File: config.mk
export PLATFORM = sky130hd
export DESIGN_NAME = rs_param_station_flat
export DESIGN_NICKNAME = d
export VERILOG_FILES = /design/src/rtl/rs_param_station_pkg.sv /design/src/rtl/rs_param_station_if.sv /design/src/rtl/rs_age_matrix.sv /design/src/rtl/rs_param_station.sv /design/src/flat_wrapper.sv
export SDC_FILE = /design/constraint.sdc
export NUM_CORES = 2
export LEC_CHECK = 0
export CAP_MARGIN = 20
export CORE_ASPECT_RATIO = 0.5
export CORE_MARGIN = 2
export CORE_UTILIZATION = 50
export DETAILED_ROUTE_END_ITERATION = 12
export GPL_ROUTABILITY_DRIVEN = 0
export PLACE_DENSITY_LB_ADDON = 0.25
export SLEW_MARGIN = 20
export SYNTH_ARGS = -nofsm -noshare
export SYNTH_HDL_FRONTEND = slang
export SYNTH_SLANG_ARGS = --single-unit
File: constraint.sdc
create_clock -name clk -period 5.65 [get_ports clk]
set_clock_uncertainty 0.2 [all_clocks]
set_input_delay 0.8475 -clock clk [delete_from_list [all_inputs] [get_ports clk]]
set_output_delay 0.8475 -clock clk [all_outputs]
set_load 0.005 [all_outputs]
File: src/rtl/rs_param_station_pkg.sv
// ============================================================================
// Module  : rs_param_station_pkg
// Brief   : Shared defaults, entry layout and tag constants for the station.
// Revision: 1.0
// ============================================================================
`default_nettype none

package rs_param_station_pkg;

    localparam int DEF_DEPTH   = 8;
    localparam int DEF_XLEN    = 32;
    localparam int DEF_TAG_W   = 4;
    localparam int DEF_OP_W    = 5;
    localparam int DEF_NUM_CDB = 2;

    localparam logic [DEF_TAG_W-1:0] NO_TAG = '0;

    // Reference layout at default widths; the top re-declares it with its own parameters.
    typedef struct packed {
        logic                 busy;
        logic [DEF_OP_W-1:0]  op;
        logic [DEF_TAG_W-1:0] tag;
        logic                 q1_wait;
        logic [DEF_TAG_W-1:0] q1;
        logic [DEF_XLEN-1:0]  v1;
        logic                 q2_wait;
        logic [DEF_TAG_W-1:0] q2;
        logic [DEF_XLEN-1:0]  v2;
    } rs_entry_t;

endpackage

`default_nettype wire

File: src/rtl/rs_param_station_if.sv
// ============================================================================
// Module  : rs_param_station_if
// Brief   : Dispatch, result-broadcast and issue bus of the reservation station.
// Revision: 1.0
// ============================================================================
`default_nettype none

interface rs_param_station_if
    import rs_param_station_pkg::*;
#(
    parameter int DEPTH   = DEF_DEPTH,
    parameter int XLEN    = DEF_XLEN,
    parameter int TAG_W   = DEF_TAG_W,
    parameter int OP_W    = DEF_OP_W,
    parameter int NUM_CDB = DEF_NUM_CDB
);
    localparam int CNT_W = $clog2(DEPTH + 1);

    logic                       in_valid;
    logic                       in_ready;
    logic [OP_W-1:0]            in_op;
    logic [TAG_W-1:0]           in_tag;
    logic                       in_q1_valid;
    logic [TAG_W-1:0]           in_q1;
    logic [XLEN-1:0]            in_v1;
    logic                       in_q2_valid;
    logic [TAG_W-1:0]           in_q2;
    logic [XLEN-1:0]            in_v2;
    logic [NUM_CDB-1:0]         cdb_valid;
    logic [NUM_CDB*TAG_W-1:0]   cdb_tag;
    logic [NUM_CDB*XLEN-1:0]    cdb_data;
    logic                       out_valid;
    logic                       out_ready;
    logic [OP_W-1:0]            out_op;
    logic [TAG_W-1:0]           out_tag;
    logic [XLEN-1:0]            out_v1;
    logic [XLEN-1:0]            out_v2;
    logic [CNT_W-1:0]           free_cnt;

    modport slave (
        input  in_valid, in_op, in_tag, in_q1_valid, in_q1, in_v1,
               in_q2_valid, in_q2, in_v2, cdb_valid, cdb_tag, cdb_data, out_ready,
        output in_ready, out_valid, out_op, out_tag, out_v1, out_v2, free_cnt
    );

    modport master (
        output in_valid, in_op, in_tag, in_q1_valid, in_q1, in_v1,
               in_q2_valid, in_q2, in_v2, cdb_valid, cdb_tag, cdb_data, out_ready,
        input  in_ready, out_valid, out_op, out_tag, out_v1, out_v2, free_cnt
    );

endinterface

`default_nettype wire

File: src/rtl/rs_age_matrix.sv
// ============================================================================
// Module  : rs_age_matrix
// Brief   : Relative-age tracker selecting the oldest ready entry (one-hot).
// Revision: 1.0
// ============================================================================
`default_nettype none

module rs_age_matrix #(
    parameter int DEPTH = 8
) (
    input  logic                       clk,
    input  logic                       rst,
    input  logic                       ins_en,
    input  logic [$clog2(DEPTH)-1:0]   ins_idx,
    input  logic [DEPTH-1:0]           free_mask,
    input  logic [DEPTH-1:0]           ready_mask,
    output logic [DEPTH-1:0]           oldest,
    output logic                       any_ready
);

    // r_age[i][j] = 1 : entry i entered before entry j
    logic [DEPTH-1:0][DEPTH-1:0] r_age;

    always_ff @(posedge clk or negedge rst) begin
        if (!rst) begin
            r_age <= '0;
        end else if (ins_en) begin
            for (int j = 0; j < DEPTH; j++) begin
                r_age[ins_idx][j] <= 1'b0;
                r_age[j][ins_idx] <= ~free_mask[j];
            end
        end
    end

    always_comb begin
        oldest = ready_mask;
        for (int i = 0; i < DEPTH; i++) begin
            for (int j = 0; j < DEPTH; j++) begin
                if (ready_mask[j] && r_age[j][i]) begin
                    oldest[i] = 1'b0;
                end
            end
        end
    end

    assign any_ready = |ready_mask;

endmodule

`default_nettype wire

File: src/rtl/rs_param_station.sv
// ============================================================================
// Module  : rs_param_station
// Brief   : Parametrised reservation station with CDB wakeup and oldest-first issue.
// Revision: 1.0
// ============================================================================
`default_nettype none

module rs_param_station
    import rs_param_station_pkg::*;
#(
    parameter int DEPTH   = DEF_DEPTH,
    parameter int XLEN    = DEF_XLEN,
    parameter int TAG_W   = DEF_TAG_W,
    parameter int OP_W    = DEF_OP_W,
    parameter int NUM_CDB = DEF_NUM_CDB
) (
    input  logic               clk,
    input  logic               rst,
    input  logic               rdy,
    input  logic               flush,
    rs_param_station_if.slave  bus
);

    localparam int IDX_W = $clog2(DEPTH);
    localparam int CNT_W = $clog2(DEPTH + 1);

    typedef struct packed {
        logic [OP_W-1:0]  op;
        logic [TAG_W-1:0] tag;
        logic             q1_wait;
        logic [TAG_W-1:0] q1;
        logic [XLEN-1:0]  v1;
        logic             q2_wait;
        logic [TAG_W-1:0] q2;
        logic [XLEN-1:0]  v2;
    } entry_t;

    logic [DEPTH-1:0]              r_busy;
    entry_t [DEPTH-1:0]            r_ent;
    logic [CNT_W-1:0]              r_free_cnt;
    logic                          r_out_valid;
    logic [OP_W-1:0]               r_out_op;
    logic [TAG_W-1:0]              r_out_tag;
    logic [XLEN-1:0]               r_out_v1;
    logic [XLEN-1:0]               r_out_v2;

    logic [NUM_CDB-1:0]            w_cvalid;
    logic [NUM_CDB-1:0][TAG_W-1:0] w_ctag;
    logic [NUM_CDB-1:0][XLEN-1:0]  w_cdata;
    logic [DEPTH-1:0][XLEN:0]      w_wk1;
    logic [DEPTH-1:0][XLEN:0]      w_wk2;
    logic [XLEN:0]                 w_in1_res;
    logic [XLEN:0]                 w_in2_res;
    entry_t                        w_new_ent;
    logic [DEPTH-1:0]              w_ready;
    logic [DEPTH-1:0]              w_free_mask;
    logic [DEPTH-1:0]              w_oldest;
    logic                          w_any_ready;
    logic [IDX_W-1:0]              w_ins_idx;
    logic [IDX_W-1:0]              w_sel_idx;
    logic                          w_in_ready;
    logic                          w_ins_fire;
    logic                          w_issue_fire;

    assign w_cvalid = bus.cdb_valid;

    for (genvar k = 0; k < NUM_CDB; k++) begin : g_cdb
        assign w_ctag[k]  = bus.cdb_tag[k*TAG_W +: TAG_W];
        assign w_cdata[k] = bus.cdb_data[k*XLEN +: XLEN];
    end

    // Returns {hit, data}; scanning downwards lets the lowest matching port win.
    function automatic logic [XLEN:0] cdb_lookup(input logic [TAG_W-1:0] tag);
        logic [XLEN:0] res;
        res = '0;
        for (int k = NUM_CDB - 1; k >= 0; k--) begin
            if (w_cvalid[k] && (w_ctag[k] == tag)) begin
                res = {1'b1, w_cdata[k]};
            end
        end
        return res;
    endfunction

    always_comb begin
        w_in1_res = cdb_lookup(bus.in_q1);
        w_in2_res = cdb_lookup(bus.in_q2);
        w_new_ent         = '0;
        w_new_ent.op      = bus.in_op;
        w_new_ent.tag     = bus.in_tag;
        w_new_ent.q1      = TAG_W'(NO_TAG);
        w_new_ent.q2      = TAG_W'(NO_TAG);
        w_new_ent.v1      = bus.in_v1;
        w_new_ent.v2      = bus.in_v2;
        if (bus.in_q1_valid) begin
            if (w_in1_res[XLEN]) begin
                w_new_ent.v1 = w_in1_res[XLEN-1:0];
            end else begin
                w_new_ent.q1_wait = 1'b1;
                w_new_ent.q1      = bus.in_q1;
            end
        end
        if (bus.in_q2_valid) begin
            if (w_in2_res[XLEN]) begin
                w_new_ent.v2 = w_in2_res[XLEN-1:0];
            end else begin
                w_new_ent.q2_wait = 1'b1;
                w_new_ent.q2      = bus.in_q2;
            end
        end
    end

    always_comb begin
        w_wk1     = '0;
        w_wk2     = '0;
        w_ready   = '0;
        w_ins_idx = '0;
        w_sel_idx = '0;
        for (int i = 0; i < DEPTH; i++) begin
            w_wk1[i]   = cdb_lookup(r_ent[i].q1);
            w_wk2[i]   = cdb_lookup(r_ent[i].q2);
            w_ready[i] = r_busy[i] && !r_ent[i].q1_wait && !r_ent[i].q2_wait;
            if (w_oldest[i]) begin
                w_sel_idx = IDX_W'(i);
            end
        end
        for (int i = DEPTH - 1; i >= 0; i--) begin
            if (!r_busy[i]) begin
                w_ins_idx = IDX_W'(i);
            end
        end
    end

    assign w_free_mask  = ~r_busy;
    assign w_in_ready   = (r_free_cnt != '0);
    assign w_ins_fire   = rdy && !flush && bus.in_valid && w_in_ready;
    assign w_issue_fire = rdy && !flush && w_any_ready && (!r_out_valid || bus.out_ready);

    rs_age_matrix #(
        .DEPTH (DEPTH)
    ) u_age (
        .clk        (clk),
        .rst        (rst),
        .ins_en     (w_ins_fire),
        .ins_idx    (w_ins_idx),
        .free_mask  (w_free_mask),
        .ready_mask (w_ready),
        .oldest     (w_oldest),
        .any_ready  (w_any_ready)
    );

    always_ff @(posedge clk or negedge rst) begin
        if (!rst) begin
            r_busy <= '0;
            r_ent  <= '0;
        end else if (rdy) begin
            if (flush) begin
                r_busy <= '0;
            end else begin
                for (int i = 0; i < DEPTH; i++) begin
                    if (r_busy[i] && r_ent[i].q1_wait && w_wk1[i][XLEN]) begin
                        r_ent[i].q1_wait <= 1'b0;
                        r_ent[i].v1      <= w_wk1[i][XLEN-1:0];
                    end
                    if (r_busy[i] && r_ent[i].q2_wait && w_wk2[i][XLEN]) begin
                        r_ent[i].q2_wait <= 1'b0;
                        r_ent[i].v2      <= w_wk2[i][XLEN-1:0];
                    end
                end
                if (w_issue_fire) begin
                    r_busy[w_sel_idx] <= 1'b0;
                end
                // Insert slot comes from the pre-edge free mask, so it never collides with the issued one.
                if (w_ins_fire) begin
                    r_busy[w_ins_idx] <= 1'b1;
                    r_ent[w_ins_idx]  <= w_new_ent;
                end
            end
        end
    end

    always_ff @(posedge clk or negedge rst) begin
        if (!rst) begin
            r_free_cnt  <= CNT_W'(DEPTH);
            r_out_valid <= 1'b0;
            r_out_op    <= '0;
            r_out_tag   <= '0;
            r_out_v1    <= '0;
            r_out_v2    <= '0;
        end else if (rdy) begin
            if (flush) begin
                r_free_cnt  <= CNT_W'(DEPTH);
                r_out_valid <= 1'b0;
            end else begin
                r_free_cnt <= r_free_cnt + CNT_W'(w_issue_fire) - CNT_W'(w_ins_fire);
                if (w_issue_fire) begin
                    r_out_valid <= 1'b1;
                    r_out_op    <= r_ent[w_sel_idx].op;
                    r_out_tag   <= r_ent[w_sel_idx].tag;
                    r_out_v1    <= r_ent[w_sel_idx].v1;
                    r_out_v2    <= r_ent[w_sel_idx].v2;
                end else if (bus.out_ready) begin
                    r_out_valid <= 1'b0;
                end
            end
        end
    end

    assign bus.in_ready  = w_in_ready;
    assign bus.free_cnt  = r_free_cnt;
    assign bus.out_valid = r_out_valid;
    assign bus.out_op    = r_out_op;
    assign bus.out_tag   = r_out_tag;
    assign bus.out_v1    = r_out_v1;
    assign bus.out_v2    = r_out_v2;

endmodule

`default_nettype wire

File: src/flat_wrapper.sv
// flat-port wrapper written by rule: the top's interface ports become plain ports
module rs_param_station_flat import rs_param_station_pkg::*;
#(
    parameter int DEPTH   = DEF_DEPTH,
    parameter int XLEN    = DEF_XLEN,
    parameter int TAG_W   = DEF_TAG_W,
    parameter int OP_W    = DEF_OP_W,
    parameter int NUM_CDB = DEF_NUM_CDB
)
  (clk, rst, rdy, flush, bus_in_valid, bus_in_op, bus_in_tag, bus_in_q1_valid, bus_in_q1, bus_in_v1, bus_in_q2_valid, bus_in_q2, bus_in_v2, bus_cdb_valid, bus_cdb_tag, bus_cdb_data, bus_out_ready, bus_in_ready, bus_out_valid, bus_out_op, bus_out_tag, bus_out_v1, bus_out_v2, bus_free_cnt);
  rs_param_station_if #(.DEPTH(DEPTH), .XLEN(XLEN), .TAG_W(TAG_W), .OP_W(OP_W), .NUM_CDB(NUM_CDB)) bus_i ();
  input  logic clk;
  input  logic rst;
  input  logic rdy;
  input  logic flush;
  input wire logic [$bits(bus_i.in_valid)-1:0] bus_in_valid;
  input wire logic [$bits(bus_i.in_op)-1:0] bus_in_op;
  input wire logic [$bits(bus_i.in_tag)-1:0] bus_in_tag;
  input wire logic [$bits(bus_i.in_q1_valid)-1:0] bus_in_q1_valid;
  input wire logic [$bits(bus_i.in_q1)-1:0] bus_in_q1;
  input wire logic [$bits(bus_i.in_v1)-1:0] bus_in_v1;
  input wire logic [$bits(bus_i.in_q2_valid)-1:0] bus_in_q2_valid;
  input wire logic [$bits(bus_i.in_q2)-1:0] bus_in_q2;
  input wire logic [$bits(bus_i.in_v2)-1:0] bus_in_v2;
  input wire logic [$bits(bus_i.cdb_valid)-1:0] bus_cdb_valid;
  input wire logic [$bits(bus_i.cdb_tag)-1:0] bus_cdb_tag;
  input wire logic [$bits(bus_i.cdb_data)-1:0] bus_cdb_data;
  input wire logic [$bits(bus_i.out_ready)-1:0] bus_out_ready;
  output wire logic [$bits(bus_i.in_ready)-1:0] bus_in_ready;
  output wire logic [$bits(bus_i.out_valid)-1:0] bus_out_valid;
  output wire logic [$bits(bus_i.out_op)-1:0] bus_out_op;
  output wire logic [$bits(bus_i.out_tag)-1:0] bus_out_tag;
  output wire logic [$bits(bus_i.out_v1)-1:0] bus_out_v1;
  output wire logic [$bits(bus_i.out_v2)-1:0] bus_out_v2;
  output wire logic [$bits(bus_i.free_cnt)-1:0] bus_free_cnt;
  assign bus_i.in_valid = bus_in_valid;
  assign bus_i.in_op = bus_in_op;
  assign bus_i.in_tag = bus_in_tag;
  assign bus_i.in_q1_valid = bus_in_q1_valid;
  assign bus_i.in_q1 = bus_in_q1;
  assign bus_i.in_v1 = bus_in_v1;
  assign bus_i.in_q2_valid = bus_in_q2_valid;
  assign bus_i.in_q2 = bus_in_q2;
  assign bus_i.in_v2 = bus_in_v2;
  assign bus_i.cdb_valid = bus_cdb_valid;
  assign bus_i.cdb_tag = bus_cdb_tag;
  assign bus_i.cdb_data = bus_cdb_data;
  assign bus_i.out_ready = bus_out_ready;
  assign bus_in_ready = bus_i.in_ready;
  assign bus_out_valid = bus_i.out_valid;
  assign bus_out_op = bus_i.out_op;
  assign bus_out_tag = bus_i.out_tag;
  assign bus_out_v1 = bus_i.out_v1;
  assign bus_out_v2 = bus_i.out_v2;
  assign bus_free_cnt = bus_i.free_cnt;
  rs_param_station #(.DEPTH(DEPTH), .XLEN(XLEN), .TAG_W(TAG_W), .OP_W(OP_W), .NUM_CDB(NUM_CDB)) u_core (.clk(clk), .rst(rst), .rdy(rdy), .flush(flush), .bus(bus_i));
endmodule
==> impl_metrics.env <==
export IMPL_skew_pair_late_insertion_delay_ps=690
export IMPL_root_buffer="clkbuf_16"
export IMPL_synth_seq_area_share_pct=42.6
export IMPL_path_clk_slew_ps=60
export IMPL_synth_cell_type_count=71
export IMPL_hold_violations=5
export IMPL_track_usage_pct=41.4
export IMPL_power_ir_vdd_worst_uv=209
export IMPL_post_synth_top_area_fraction_pct=42.6
export IMPL_cts_tree="built"
export IMPL_detailedRoute_firstPassIterationCount=9
export IMPL_mappedNetlistNets=5470
export IMPL_postLayoutCoreUtil_pct=57.2
export IMPL_powerDensity_nw_per_um2=309
export IMPL_chipWidth_um=439
export IMPL_number_of_global_route_vias_before_repair=47766
export IMPL_setup_worst_path_end_class="flop"
export IMPL_io_buffers=241
export IMPL_min_delay_path_class="input port to async pin"
export IMPL_post_route_cells_drive_above_1_share_pct=9.91
export IMPL_setup_viol_count_final=0
export IMPL_ctsResizeCount=0
export IMPL_synth_register_bits=806
export IMPL_post_synth_main_area_contributors="dfrtp_1 43%, nand2_1 12%, a32oi_1 8.3%"
export IMPL_cts_hold_fix_buffers=0
export IMPL_worst_r2r_startpoint="u_core.r_busy[7]"
export IMPL_grt_overflow_total=0
export IMPL_core_region_area_um2=93400
export IMPL_period_needed_ps=4690
export IMPL_critPathMaxFanout=44
export IMPL_tightestPinTransition_ps=1170
export IMPL_cts_inserted_buffers=79
export IMPL_start_util_pct=50.7
export IMPL_layout_worst_path_cycle_share_pct=83.0
export IMPL_rr_worst_depth=8
export IMPL_crit_required_ps=6070
export IMPL_r2r_setup_slack_ps=960
export IMPL_cp_data_arrival_time_ps=5110
export IMPL_synthArstFlopShare_pct=100
export IMPL_synthesis_area_per_instance_um2=8.93
export IMPL_ys_warnings_count=0
export IMPL_largest_net_degree_at_the_start_of_global_routing=131
export IMPL_total_power_w=0.0165
export IMPL_share_clk_of_total_power_pct=33.4
export IMPL_relSlewSlack_pct=21.5
export IMPL_power_switching_share_pct=30.7
export IMPL_routed_wirelength_um=208000
export IMPL_placedCellCount=6360
export IMPL_synth_top_cells_by_count="1496 x nand2_1, 805 x dfrtp_1, 458 x clkbuf_1, 448 x a32oi_1, 448 x o22a_1"
export IMPL_synthDominantAreaCellType="dfrtp_1"
export IMPL_synthMostInstantiatedCell="nand2_1"
export IMPL_clock_fmax_mhz=213
export IMPL_post_cts_setup_buffers=0
export IMPL_synth_cells=5301
export IMPL_setup_tns_final_ps=0
export IMPL_synth_area_um2=47300
export IMPL_clock_sinks=806
export IMPL_synth_flop_cell="dfrtp_1"
export IMPL_detail_route_wl_per_cell_um=32.0
export IMPL_run_status="finished, violations left"
export IMPL_post_drt_via_cell_ratio=7.52
export IMPL_drv_max_cap_violation_count=0
export IMPL_die_height_um=222
export IMPL_criticalPathCategory="flop to flop"
export IMPL_finalNetCount=5355
export IMPL_maxSlewViolCount=0
export IMPL_grt_first_pass_wirelength_um=305000
export IMPL_pwr_share_comb_pct=21.7
export IMPL_htree_num_levels=3
export IMPL_drc=0
export IMPL_violated_checks="hold timing"
export IMPL_number_of_standard_cells_in_the_layout_taps_in_and_fillers_out=6501
export IMPL_p_switching_w=0.00507
export IMPL_antenna_violating_nets_post_route=0
export IMPL_cellInternalPower_w=0.0114
export IMPL_drt_initial_drc_count=9868
export IMPL_unrepaired_setup_endpoints_after_global_routing="no"
export IMPL_number_of_enable_type_register_cells_in_the_synthesized_netlist=0
export IMPL_rows=79
export IMPL_crit_reg2reg_capture="u_core.bus.out_v1[14]"
export IMPL_dr_total_vias=48877
export IMPL_power_frac_seq_pct=44.8
export IMPL_cts_max_path_buffers=3
export IMPL_number_of_antenna_violations_at_the_first_check_in_global_routing=4
export IMPL_detailed_place_hpwl_um=120000
export IMPL_fin_hold_ws_ps=-29.3
export IMPL_boundaryPins=242
export IMPL_critPathLaunchType="flop"
export IMPL_areaGrowthSynthToFinish_pct=12.8
export IMPL_power_static_leakage_nw=22.2
export IMPL_die_area_um2=97200
cells in the final DEF (no fill, tap or decap), drive strengths merged, types with 7 or more instances in the layout:
| master | Yosys | routed |
|---|---|---|
| nand2 | 1496 | 1496 |
| xnor2 | 38 | 38 |
| a22oi | 12 | 12 |
| a22o | 70 | 70 |
| buf | 188 | 211 |
| nor3 | 24 | 24 |
| clkinv | 0 | 13 |
| o21ai | 188 | 188 |
| a21oi | 142 | 142 |
| clkbuf | 459 | 115 |
| clkdlybuf4s50 | 0 | 240 |
| nor4 | 24 | 24 |
| a2111oi | 7 | 7 |
| nor2 | 79 | 79 |
| o22ai | 81 | 81 |
| and3 | 17 | 17 |
| a32oi | 448 | 448 |
| a31oi | 7 | 7 |
| mux2i | 201 | 201 |
| nand3 | 107 | 107 |
| a211oi | 29 | 29 |
| and2 | 8 | 8 |
| xor2 | 108 | 108 |
| nor4bb | 17 | 17 |
| inv | 30 | 33 |
| nor3b | 8 | 8 |
| a221oi | 73 | 73 |
| o32a | 73 | 73 |
| mux2 | 66 | 66 |
| o22a | 448 | 448 |
| dfrtp | 805 | 805 |
critical path, stage by stage, from the launching register on:
cell,delay [ps]
dfrtp_1,780
or4b_1,510
a2111oi_2,280
and3_4,620
buf_4,600
buf_4,700
a221oi_1,230
a21oi_1,370
o32a_1,210
cell families (layout without fill, tap and decap cells):
family                     after synthesis  after routing  share of synthesized area, %
buffers and inverters                  677            621                          6.06
xor gates and xnor gates               146            146                          2.70
and+or+nand+nor                       1806           1806                          15.7
DFF                                    806            806                          42.6
AOI/OAI and AO/OA                     1593           1593                          26.6
adders and majority gates                6              6                         0.175
other                                    0              1                             0
muxes                                  267            267                          6.21
registers in the layout (all words and copies together) (netlist names), named ones only:
| register | cells |
|---|---|
| u_core.r_busy | 8 |
| u_core.bus.out_tag | 4 |
| u_core.bus.out_valid | 1 |
| u_core.bus.free_cnt | 4 |
| u_core.bus.out_v1 | 32 |
| u_core.u_age.r_age | 49 |
| u_core.bus.out_v2 | 32 |
| u_core.bus.out_op | 5 |
| u_core.r_ent | 664 |
cell type report:
type                            instances  area [µm²]
Fill cell                            7996       40000
Multi-Input combinational cell       3818       24600
Sequential cell                       806       20200
Timing Repair Buffer                  451        4370
Clock buffer                          115        2280
Tap cell                             1255        1570
Clock inverter                         25         272
Inverter                               30         115
Antenna cell                            1        2.50
power by group through the flow:
| stage | clock, W | combinational [W] | sequential [W] |
|---|---|---|---|
| CTS | 0.00550 | 0.00350 | 0.00736 |
| floorplan | 0 | 0.00208 | 0.00731 |
| detailed placement | 0 | 0.00349 | 0.00746 |
| global placement | 0 | 0.00340 | 0.00743 |
| global route | 0.00577 | 0.00382 | 0.00747 |
| finish | 0.00552 | 0.00358 | 0.00740 |
per-layer routing:
metal | track usage [%] | share of wire [%]
met5 | 0.342 | 0.042
met4 | 22.6 | 6.7
met3 | 17.2 | 17
met2 | 56.7 | 40
met1 | 55.2 | 36
metrics by stage:
step	cell area [µm²]	worst slack, ps
after detailed placement	50800	963
after CTS	53400	1270
after floorplan	47300	2140
after global placement	50800	1030
after global routing	53400	1020
final	53400	961
worst max-delay path by stage:
| stage | slack (ps) | start | endpoint |
|---|---|---|---|
| 6_report | 960 | u_core.r_busy[7] | u_core.bus.out_v1[14] |
| 5_1_grt | 1020 | u_core.r_busy[7] | u_core.bus.out_v1[14] |
| 4_1_cts | 1270 | u_core.r_busy[4] | u_core.bus.out_op[2] |
| 3_5_place_dp | 960 | bus_cdb_tag[2] | u_core.r_ent[39] |
| 3_3_place_gp | 1030 | bus_cdb_tag[2] | u_core.r_ent[39] |
| 2_1_floorplan | 2140 | bus_cdb_tag[1] | u_core.r_ent[12] |
Power figures use the tool's default switching activity.
